File: src/rtl/bus_pkg.sv
// Shared definitions for the master-side serial bus port.
// Default bus geometry and the controller state encoding.
package bus_pkg;

  localparam int SID_W_DEF       = 2;
  localparam int ADDR_W_DEF      = 12;
  localparam int DATA_W_DEF      = 8;
  localparam int ACK_TIMEOUT_DEF = 8;

  typedef enum logic [3:0] {
    IDLE       = 4'd0,
    REQ        = 4'd1,
    ADDR       = 4'd2,
    ACK_WAIT   = 4'd3,
    WDATA      = 4'd4,
    RWAIT      = 4'd5,
    RDATA      = 4'd6,
    SPLIT_WAIT = 4'd7,
    DONE       = 4'd8
  } state_t;

endpackage

File: src/rtl/bus_shift_reg.sv
// Generic right-shifting register: parallel load has priority over shift.
// Serial-in enters at the MSB, serial-out is the LSB; one cycle per operation.
module bus_shift_reg #(
  parameter int W = 8
) (
  input  logic         CLK,
  input  logic         RSTN,
  input  logic         i_load,
  input  logic [W-1:0] i_load_dat,
  input  logic         i_shift,
  input  logic         i_sin,
  output logic [W-1:0] o_q,
  output logic         o_sout
);

  logic [W-1:0] r_q;

  always_ff @(posedge CLK or negedge RSTN) begin
    if (!RSTN)        r_q <= '0;
    else if (i_load)  r_q <= i_load_dat;
    else if (i_shift) r_q <= {i_sin, r_q[W-1:1]};
  end

  assign o_q    = r_q;
  assign o_sout = r_q[0];

endmodule

File: src/rtl/bus_master_port.sv
// Master-side serial bus port: request/grant, serial address+data out, serial read in,
// split/resume and grant-loss handling. All outputs registered.
module bus_master_port
  import bus_pkg::*;
#(
  parameter int SID_W       = SID_W_DEF,
  parameter int ADDR_W      = ADDR_W_DEF,
  parameter int DATA_W      = DATA_W_DEF,
  parameter int ACK_TIMEOUT = ACK_TIMEOUT_DEF
) (
  input  logic              CLK,
  input  logic              RSTN,
  input  logic              M_START,
  input  logic              M_RW,
  input  logic [SID_W-1:0]  M_SLAVE,
  input  logic [ADDR_W-1:0] M_ADDR,
  input  logic [DATA_W-1:0] M_WDATA,
  output logic              M_BUSY,
  output logic              M_DONE,
  output logic              M_ERR,
  output logic [DATA_W-1:0] M_RDATA,
  output logic              B_REQ,
  input  logic              B_GRANT,
  output logic              B_UTIL,
  output logic              B_MODE,
  output logic              B_VALID,
  output logic              B_WDATA,
  input  logic              B_ACK,
  input  logic              B_RVALID,
  input  logic              B_RDATA,
  input  logic              B_SPLIT,
  input  logic              B_SPL_RESUME
);

  localparam int AW    = SID_W + ADDR_W;
  localparam int PW    = AW + DATA_W;
  localparam int CNT_W = $clog2(AW + DATA_W + ACK_TIMEOUT + 1);

  state_t            r_state, w_state;
  logic [CNT_W-1:0]  r_cnt, w_cnt;
  logic              r_rw, w_rw;
  logic              r_busy, w_busy;
  logic              r_done, w_done;
  logic              r_err, w_err;
  logic [DATA_W-1:0] r_rdata, w_rdata;
  logic              r_req, w_req;
  logic              r_util, w_util;
  logic              r_mode, w_mode;
  logic              r_valid, w_valid;
  logic              r_wbit, w_wbit;

  logic              w_piso_load, w_piso_shift, w_sipo_shift;
  logic              w_piso_sout;
  logic [PW-1:0]     w_piso_q_unused;
  logic [DATA_W-1:0] w_sipo_q;
  logic              w_sipo_sout_unused;
  logic              w_to_done, w_to_err;

  // Transmit order is slave id, then address, then write data, each LSB first.
  bus_shift_reg #(.W(PW)) u_piso (
    .CLK        (CLK),
    .RSTN       (RSTN),
    .i_load     (w_piso_load),
    .i_load_dat ({M_WDATA, M_ADDR, M_SLAVE}),
    .i_shift    (w_piso_shift),
    .i_sin      (1'b0),
    .o_q        (w_piso_q_unused),
    .o_sout     (w_piso_sout)
  );

  bus_shift_reg #(.W(DATA_W)) u_sipo (
    .CLK        (CLK),
    .RSTN       (RSTN),
    .i_load     (1'b0),
    .i_load_dat ('0),
    .i_shift    (w_sipo_shift),
    .i_sin      (B_RDATA),
    .o_q        (w_sipo_q),
    .o_sout     (w_sipo_sout_unused)
  );

  always_ff @(posedge CLK or negedge RSTN) begin
    if (!RSTN) begin
      r_state <= IDLE;
      r_cnt   <= '0;
      r_rw    <= 1'b0;
      r_busy  <= 1'b0;
      r_done  <= 1'b0;
      r_err   <= 1'b0;
      r_rdata <= '0;
      r_req   <= 1'b0;
      r_util  <= 1'b0;
      r_mode  <= 1'b0;
      r_valid <= 1'b0;
      r_wbit  <= 1'b0;
    end else begin
      r_state <= w_state;
      r_cnt   <= w_cnt;
      r_rw    <= w_rw;
      r_busy  <= w_busy;
      r_done  <= w_done;
      r_err   <= w_err;
      r_rdata <= w_rdata;
      r_req   <= w_req;
      r_util  <= w_util;
      r_mode  <= w_mode;
      r_valid <= w_valid;
      r_wbit  <= w_wbit;
    end
  end

  always_comb begin
    w_state      = r_state;
    w_cnt        = r_cnt;
    w_rw         = r_rw;
    w_busy       = r_busy;
    w_done       = 1'b0;
    w_err        = r_err;
    w_rdata      = r_rdata;
    w_req        = r_req;
    w_util       = r_util;
    w_mode       = r_mode;
    w_valid      = 1'b0;
    w_wbit       = 1'b0;
    w_piso_load  = 1'b0;
    w_piso_shift = 1'b0;
    w_sipo_shift = 1'b0;
    w_to_done    = 1'b0;
    w_to_err     = 1'b0;

    case (r_state)
      IDLE: begin
        if (M_START) begin
          w_piso_load = 1'b1;
          w_rw        = M_RW;
          w_busy      = 1'b1;
          w_req       = 1'b1;
          w_err       = 1'b0;
          w_cnt       = '0;
          w_state     = REQ;
        end
      end
      REQ: begin
        if (B_GRANT) begin
          w_util       = 1'b1;
          w_mode       = r_rw;
          w_valid      = 1'b1;
          w_wbit       = w_piso_sout;
          w_piso_shift = 1'b1;
          w_cnt        = '0;
          w_state      = ADDR;
        end
      end
      ADDR: begin
        if (!B_GRANT) begin
          w_to_done = 1'b1;
          w_to_err  = 1'b1;
        end else if (r_cnt == CNT_W'(AW - 1)) begin
          // Count starts at 1 so the timeout lands ACK_TIMEOUT cycles after the last address bit.
          w_cnt   = CNT_W'(1);
          w_state = ACK_WAIT;
        end else begin
          w_valid      = 1'b1;
          w_wbit       = w_piso_sout;
          w_piso_shift = 1'b1;
          w_cnt        = r_cnt + CNT_W'(1);
        end
      end
      ACK_WAIT: begin
        if (!B_GRANT) begin
          w_to_done = 1'b1;
          w_to_err  = 1'b1;
        end else if (B_ACK) begin
          w_cnt = '0;
          if (r_rw) begin
            w_valid      = 1'b1;
            w_wbit       = w_piso_sout;
            w_piso_shift = 1'b1;
            w_state      = WDATA;
          end else begin
            w_state = RWAIT;
          end
        end else if (r_cnt == CNT_W'(ACK_TIMEOUT - 1)) begin
          w_to_done = 1'b1;
          w_to_err  = 1'b1;
        end else begin
          w_cnt = r_cnt + CNT_W'(1);
        end
      end
      WDATA: begin
        if (!B_GRANT) begin
          w_to_done = 1'b1;
          w_to_err  = 1'b1;
        end else if (r_cnt == CNT_W'(DATA_W - 1)) begin
          w_to_done = 1'b1;
        end else begin
          w_valid      = 1'b1;
          w_wbit       = w_piso_sout;
          w_piso_shift = 1'b1;
          w_cnt        = r_cnt + CNT_W'(1);
        end
      end
      RWAIT, RDATA: begin
        // A read bit takes priority over a split arriving in the same cycle.
        if (!B_GRANT && !B_SPLIT) begin
          w_to_done = 1'b1;
          w_to_err  = 1'b1;
        end else if (B_RVALID) begin
          w_sipo_shift = 1'b1;
          if (r_cnt == CNT_W'(DATA_W - 1)) begin
            w_rdata   = DATA_W'({B_RDATA, w_sipo_q} >> 1);
            w_to_done = 1'b1;
          end else begin
            w_cnt   = r_cnt + CNT_W'(1);
            w_state = RDATA;
          end
        end else if (B_SPLIT) begin
          w_util  = 1'b0;
          w_mode  = 1'b0;
          w_state = SPLIT_WAIT;
        end
      end
      SPLIT_WAIT: begin
        if (B_SPL_RESUME && B_GRANT) begin
          w_util  = 1'b1;
          w_mode  = r_rw;
          w_state = (r_cnt == '0) ? RWAIT : RDATA;
        end
      end
      DONE: begin
        w_busy  = 1'b0;
        w_state = IDLE;
      end
      default: w_state = IDLE;
    endcase

    if (w_to_done) begin
      w_state = DONE;
      w_done  = 1'b1;
      w_err   = w_to_err;
      w_req   = 1'b0;
      w_util  = 1'b0;
      w_mode  = 1'b0;
      w_valid = 1'b0;
      w_wbit  = 1'b0;
    end
  end

  assign M_BUSY  = r_busy;
  assign M_DONE  = r_done;
  assign M_ERR   = r_err;
  assign M_RDATA = r_rdata;
  assign B_REQ   = r_req;
  assign B_UTIL  = r_util;
  assign B_MODE  = r_mode;
  assign B_VALID = r_valid;
  assign B_WDATA = r_wbit;

endmodule

File: config.mk
export PLATFORM = sky130hd
export DESIGN_NAME = bus_master_port
export DESIGN_NICKNAME = d
export VERILOG_FILES = /design/src/rtl/bus_pkg.sv /design/src/rtl/bus_shift_reg.sv /design/src/rtl/bus_master_port.sv
export SDC_FILE = /design/constraint.sdc
export NUM_CORES = 1
export LEC_CHECK = 0
export BUFFER_PORTS_ARGS = -buffer_cell sky130_fd_sc_hd__buf_2
export CAP_MARGIN = 25
export CORE_AREA = 2 2 91 93
export DETAILED_ROUTE_END_ITERATION = 10
export DIE_AREA = 0 0 93 95
export PLACE_DENSITY = 0.6
export SYNTH_ARGS = -nofsm -noshare
export SYNTH_HDL_FRONTEND = slang
export SYNTH_HIERARCHICAL = 1
export SYNTH_SLANG_ARGS = --single-unit
export TNS_END_PERCENT = 1
File: constraint.sdc
create_clock -name CLK -period 3.37 [get_ports CLK]
set_input_delay 0.5055 -clock CLK [delete_from_list [all_inputs] [get_ports CLK]]
set_output_delay 0.5055 -clock CLK [all_outputs]
set_load 0.01 [all_outputs]
==> results of run 1 <==
[power breakdown]
group / switching (mW) / total, mW / leakage [nW] / internal (mW)
registers: 0.215 / 1.10 / 0.703 / 0.886
logic: 0.730 / 1.32 / 0.769 / 0.586
clock network: 0.225 / 0.375 / 0.0461 / 0.150
[layout make-up]
class	count	area, sq um
Fill cell	793	4490
Multi-Input combinational cell	236	1540
Sequential cell	55	1380
Timing Repair Buffer	52	273
Tap cell	105	131
Clock buffer	5	68.8
Clock inverter	3	23.8
Inverter	6	22.5
[critical path: stages, from the launching register on]
cell     delay [ns]
dfrtp_1        0.83
nand2_1        0.24
o32ai_1        0.33
nand2_1        0.15
a21oi_2        0.13
buf_4          0.35
mux2i_1        0.24
o21ai_0        0.08
[routing by layer]
layer / track usage, % / share of wire [%]
met1: 21.4 / 47
met2: 22.9 / 45
met3: 3.19 / 6.3
met4: 4.29 / 1.5
met5: 0 / 0
[final timing paths]
kind,startpoint,endpoint,cells past startpoint
max,r_state[1],u_piso/o_q[19],7
min,RSTN,r_state[0],1
max reg2reg,r_state[1],u_piso/o_q[19],7
min reg2reg,M_RDATA[2],M_RDATA[2],1
max in group asynchronous,RSTN,u_piso/o_q[20],2
min in group CLK,M_ADDR[0],u_piso/o_q[2],3
[through the flow]
step	area (sq um)	total power, mW
global placement	3340	2.41
CTS	3430	2.82
finish	3430	2.79
global route	3430	3.04
floorplan	3080	2.20
detailed placement	3340	2.43
[state kept, by name, summed over array words and instances, names as in the netlist, 4 cells and up]
name and flops:
r_state 4, u_piso/o_q 22, u_sipo/o_q 7, r_cnt 5, M_RDATA 8
==> impl_metrics.csv, run 1 <==
group,metric,value,unit
worst_setup_path,crit_type,"flip-flop to flip-flop",
cts,clock_sinks,55,
power_and_ir_drop,power_density,813,nW/um^2
floorplanning,coreArea,7930,sq um
drt,vias_per_cell,5.05,
worst_setup_path,endpoint_kind,"flip-flop",
worst_setup_path,cp_max_fo,23,
worst_setup_path,cp.arrival,2.67,ns
job,maxCapViolations,0,
place,dp_cells,454,
grt,grt_overflow,0,
place,gp_congestion,0.873,
sta,period_needed,2.48,ns
cts,htree_levels,2,
sta,finalMaxSlewViolations,0,
drt,drc_errors,0,
floorplanning,initial_core_util,38.3,%
sta,fin_worst_skew,0.00686,ns
grt,grt_pass1_wl,10.5,mm
synth,synth_area_per_cell,10.1,sq um
drt,drtAntennaViolNets,0,
final_layout,syn_to_final_growth,13.1,%
place,port_buffers,47,
cts,cts_tree,"yes",
worst_setup_path,cp-start-kind,"flip-flop",
final_layout,final_common_cell,"dfrtp_1",
power_and_ir_drop,power_leakage,1.52,nW
final_layout,final_util,43.3,%
final_layout,layout_common_cells,"55 x dfrtp_1, 47 x buf_2, 40 x nand2_1",
synth,synthCells,302,
floorplanning,ios,48,
final_layout,stdcell_count,462,
place,dpl.hpwl,4.58,mm
sta,timing.final.ws_setup,0.887,ns
sta,rsz0062_at_grt,"false",
cts,clock_tree.root_cell,"clkbuf_8",
grt,grt_max_degree,45,
worst_setup_path,worstPathRequired,3.56,ns
floorplanning,die-area,8840,sq um
worst_setup_path,r2r_slack,0.89,ns
cts,clock_latency,0.31,ns
drt,vias,2333,
floorplanning,dieWidth,93,um
final_layout,final_nets,391,
drt,avgRoutedWirePerCell,13.5,um
grt,track_usage,14.9,%
sta,fmax,0.403,GHz
power_and_ir_drop,vdd_drop_max,0.000378,V
cts,post_cts_buffers,0,
cts,cts_buffer_depth,2,
place,preCtsSetupSlack,0.908,ns
grt,grt_pass1_vias,2166,
sta,whs,0.258,ns
cts,clk_pin_slew,0.10,ns
cts,cts_repair_resize_count,0,
sta,relSlewSlack,48.3,%
sta,setup_viol,0,
floorplanning,die_h,95,um
status,status,"completed",
sta,worstMarginPinSlew,0.775,ns
sta,fin_tns_setup,0,ns
synth,syn_area,3040,sq um
sta,hold_violations,0,
synth,yosysWarnings,6,
final_layout,drive_gt1_share,24.1,%
floorplanning,num_rows,33,
cts,cts-buffers-inserted,5,
final_layout,antenna_cells,0,
cts,hold_buffers,0,
drt,drt_first_pass_iters,4,
sta,min_period_over_period,73.7,%
worst_hold_path,hold_class,"primary input to async pin",
drt,drtIter0Drc,212,
drt,drt-total-wl,6.23,mm
grt,antenna_found_initial,0,
(Power assumes the default switching activity.)
==> run 2: changes to the inputs <==
clock period = 2.5 ns   (was 3.37 ns; I/O delays follow)
==> run 2 against run 1 <==
Compared with the run above:
- the flow now finishes with violations (hold timing)
- clock skew increased by 0.0036 ns
- non-clock buffer count increased by 7
- routed wire length increased by 6.9%
- sequential share of layout area decreased by 1.1 points
- clock-buffer cell count increased by 1
==> impl_metrics.csv, run 2 (synthesis gave the netlist of run 1 again) <==
group,metric,value,unit
grt,grt_pass1_vias,2349,
place,port_buffers,47,
place,dp_cells,461,
worst_setup_path,r2r_cells,6,
cts,clock_latency,0.32,ns
sta,whs,-0.0156,ns
final_layout,stdcell_count,469,
sta,relSlewSlack,47.9,%
cts,cts-buffers-inserted,5,
worst_setup_path,max_stage_delay,0.63,ns
worst_setup_path,crit_cells,6,
final_layout,final_util,44.5,%
drt,drt_first_pass_iters,4,
grt,grt_max_degree,45,
final_layout,fin_area,3530,sq um
final_layout,largest_register_ffs,22,
cts,cts_buffer_depth,2,
power_and_ir_drop,p_total,4.01,mW
place,dpl.hpwl,4.86,mm
floorplanning,num_rows,33,
cts,clk_pin_slew,0.10,ns
floorplanning,ios,48,
drt,avgRoutedWirePerCell,14.2,um
worst_setup_path,cp-start-kind,"flip-flop",
sta,fin_tns_setup,0,ns
cts,hold_buffers,0,
sta,timing.final.ws_setup,0.271,ns
worst_setup_path,cp_max_fo,13,
floorplanning,initial_core_util,38.3,%
grt,grt_overflow,0,
sta,finalMaxSlewViolations,0,
worst_setup_path,cp.arrival,2.44,ns
sta,worstMarginPinSlew,0.779,ns
final_layout,syn_to_final_growth,16.3,%
sta,setup_viol,0,
status,failed_checks,"hold timing",
sta,hold_violations,19,
floorplanning,coreArea,7930,sq um
job,maxCapViolations,0,
worst_setup_path,cp_top_family,"simple AND/OR/NAND/NOR gates",
cts,cts_repair_resize_count,0,
drt,drt-total-wl,6.66,mm
place,preCtsSetupSlack,0.281,ns
status,status,"finished, violations left",
worst_hold_path,hold_class,"primary input to async pin",
sta,period_needed,2.23,ns
grt,track_usage,16.1,%
cts,clock_sinks,55,
worst_setup_path,worstPathRequired,2.71,ns
sta,fmax,0.449,GHz
grt,antenna_found_initial,0,
worst_setup_path,critical_path_buf_inv_count,0,
worst_setup_path,endpoint_kind,"flip-flop",
power_and_ir_drop,power_density,1140,nW/um^2
final_layout,final_nets,398,
floorplanning,die-area,8840,sq um
cts,cts_tree,"yes",
sta,rsz0062_at_grt,"false",
drt,drtAntennaViolNets,0,
sta,min_period_over_period,89.2,%
final_layout,final_common_cell,"dfrtp_1",
final_layout,drive_gt1_share,25.3,%
drt,drtIter0Drc,182,
power_and_ir_drop,vdd_drop_max,0.000437,V
cts,htree_levels,2,
place,gp_congestion,0.865,
place,post_dp_cell_area,3420,sq um
cts,post_cts_buffers,0,
floorplanning,dieWidth,93,um
sta,fin_worst_skew,0.0104,ns
drt,vias,2374,
drt,vias_per_cell,5.06,
floorplanning,die_h,95,um
worst_setup_path,cp_slowest_cell,"dfrtp_1",
cts,clock_tree.root_cell,"clkbuf_8",
final_layout,layout_common_cells,"55 x dfrtp_1, 47 x buf_2, 40 x nand2_1",
worst_setup_path,crit_type,"flip-flop to flip-flop",
worst_setup_path,path_cells,"xor2_2 > and3_4 > nand2_2 > nor2_1 > mux2i_1 > o21ai_1",
drt,drc_errors,0,
grt,grt_pass1_wl,11.4,mm
power_and_ir_drop,power_leakage,1.57,nW
final_layout,antenna_cells,0,
## run 2: cell types whose count changed in the layout (fill, tap and decap cells not counted), sizes merged
cell and change:
buf +7, bufinv +1, clkinv -1, clkinvlp -1
clkbuf +1
## run 2: final cells by class
cell class	instances	area [sq um]
Sequential cell	55	1380
Fill cell	797	4400
Timing Repair Buffer	59	350
Clock inverter	2	38.8
Inverter	6	22.5
Multi-Input combinational cell	236	1540
Tap cell	105	131
Clock buffer	6	72.6
## run 2: where the power goes
group          switching [mW]  total [mW]  internal, mW
logic                    1.10        1.98         0.881
registers               0.232        1.43          1.20
clock network           0.302       0.605         0.303
total                    1.63        4.01          2.38
## run 2: final timing paths
kind / startpoint / end / slack [ns]
worst min-delay path: RSTN / B_REQ / -0.02
max in group asynchronous: RSTN / u_piso/o_q[1] / 1.90
worst min register to register: M_RDATA[3] / M_RDATA[3] / 0.51
min in group CLK: M_ADDR[0] / u_piso/o_q[2] / 0.27
worst max register to register: r_state[0] / u_sipo/o_q[4] / 0.27
worst max-delay path: r_state[0] / u_sipo/o_q[4] / 0.27
## run 2: per-layer routing
layer	wire (um)	global-route usage [%]	vias up
met4	100	5.02	0
met5	0	0	-
met3	332	3.27	10
met1	3140	21.8	1119
li1	-	-	1184
met2	3090	26.0	61
==> run 3: changes to the inputs <==
MAX_ROUTING_LAYER = met4   (was default)
==> run 3 against run 2 <==
Compared with the run above:
- fmax rose by 1.6%
- clock skew fell by 0.0032 ns
- clock power fell by 15%
- power fell by 2.7%
- global-route usage fell by 0.098 points
- via count rose by 0.72%
- the run now ends clean
- clock-buffer cell count fell by 1
- critical path type unchanged
==> impl_metrics.csv, run 3 (synthesis gave the netlist of run 1 again) <==
group,metric,value,unit
power_and_ir_drop,vdd_drop_max,0.000424,V
place,preCtsSetupSlack,0.349,ns
drt,vias_per_cell,5.11,
cts,cts_buffer_depth,2,
worst_setup_path,path_cells,"xor2_2 > and3_4 > nand2_2 > nor2_1 > mux2i_1 > o21ai_1",
sta,hold_violations,0,
final_layout,antenna_cells,0,
sta,fin_worst_skew,0.00724,ns
floorplanning,initial_core_util,38.3,%
cts,clock_sinks,55,
sta,relSlewSlack,52.9,%
cts,clk_pin_slew,0.11,ns
final_layout,fin_area,3500,sq um
grt,antenna_found_initial,0,
sta,setup_viol,0,
final_layout,stdcell_count,468,
floorplanning,num_rows,33,
final_layout,final_util,44.2,%
grt,track_usage,16.0,%
cts,cts_tree,"yes",
worst_setup_path,critical_path_buf_inv_count,0,
power_and_ir_drop,power_leakage,1.55,nW
cts,cts_repair_resize_count,0,
cts,clock_tree.root_cell,"clkbuf_8",
status,status,"completed",
power_and_ir_drop,power_density,1110,nW/um^2
final_layout,drive_gt1_share,25.3,%
drt,drtAntennaViolNets,0,
worst_setup_path,cp_slowest_cell,"dfrtp_1",
worst_setup_path,cp_max_fo,13,
floorplanning,coreArea,7930,sq um
drt,drt_first_pass_iters,4,
final_layout,layout_common_cells,"55 x dfrtp_1, 47 x buf_2, 40 x nand2_1",
floorplanning,die_h,95,um
sta,period_needed,2.19,ns
worst_setup_path,cp-start-kind,"flip-flop",
worst_setup_path,timing.rr.start,"r_state[0]",
floorplanning,die-area,8840,sq um
drt,drc_errors,0,
grt,grt_max_degree,56,
place,dp_cells,460,
worst_setup_path,cp.arrival,2.40,ns
worst_setup_path,crit_type,"flip-flop to flip-flop",
job,maxCapViolations,0,
drt,avgRoutedWirePerCell,13.7,um
place,gp_congestion,0.912,
sta,rsz0062_at_grt,"false",
cts,post_cts_buffers,0,
drt,drtIter0Drc,146,
sta,fmax,0.456,GHz
final_layout,final_nets,397,
sta,finalMaxSlewViolations,0,
place,dpl.hpwl,4.62,mm
floorplanning,ios,48,
sta,min_period_over_period,87.8,%
final_layout,syn_to_final_growth,15.5,%
cts,hold_buffers,0,
worst_setup_path,startpoint,"r_state[0]",
cts,clock_latency,0.31,ns
grt,grt_overflow,0,
worst_hold_path,hold_class,"primary input to async pin",
sta,worstMarginPinSlew,0.704,ns
sta,whs,0.173,ns
worst_setup_path,worstPathRequired,2.70,ns
sta,fin_tns_setup,0,ns
drt,drt-total-wl,6.43,mm
place,port_buffers,47,
final_layout,final_common_cell,"dfrtp_1",
grt,grt_pass1_wl,11.0,mm
worst_setup_path,cp_top_family,"simple AND/OR/NAND/NOR gates",
power_and_ir_drop,p_total,3.90,mW
sta,timing.final.ws_setup,0.306,ns
final_layout,fill_cells,813,
drt,vias,2391,
final_layout,largest_register_ffs,22,
place,post_dp_cell_area,3410,sq um
worst_setup_path,max_stage_delay,0.63,ns
worst_setup_path,endpoint_kind,"flip-flop",
grt,grt_pass1_vias,2340,
cts,htree_levels,2,
worst_setup_path,r2r_slack,0.31,ns
floorplanning,dieWidth,93,um
cts,cts-buffers-inserted,5,
## run 3: area by class of cell
| type | count | area, sq um | share of cell area [%] |
|---|---|---|---|
| inverter | 6 | 22.5 | 0.643 |
| clock inverter | 3 | 23.8 | 0.678 |
| tap | 105 | 131 | 3.75 |
| sequential | 55 | 1380 | 39.3 |
| multi-input combinational | 236 | 1540 | 43.9 |
| timing repair buffer | 58 | 343 | 9.78 |
| clock buffer | 5 | 68.8 | 1.96 |
## run 3: routing by layer
metal,vias up,GRT usage [%],wire length (um)
met5,-,-,0
met4,0,4.29,38
met3,4,3.43,273
met2,46,25.3,2950
met1,1158,20.9,3170
li1,1183,-,-
## run 3: final timing paths
check / end / cells past startpoint
min: B_MODE / 2
min in group CLK: u_piso/o_q[7] / 3
max reg2reg: u_sipo/o_q[1] / 6
max: u_sipo/o_q[1] / 6
max in group asynchronous: u_piso/o_q[13] / 2
min reg2reg: B_REQ / 2
## run 3: report_power, final
part           total (mW)  switching, mW  internal (mW)  leakage [nW]
clock network       0.517          0.314          0.203        0.0461
registers            1.44          0.245           1.20         0.703
logic                1.95           1.07          0.880         0.805
total                3.90           1.62           2.28          1.55
## run 3: worst register-to-register path: cells and delay by family, from the launching register on
kind            cells  cell delay, ns
xor+xnor            1            0.23
simple gates        3            0.87
flops               1            0.63
mux                 1            0.28
compound gates      1            0.08
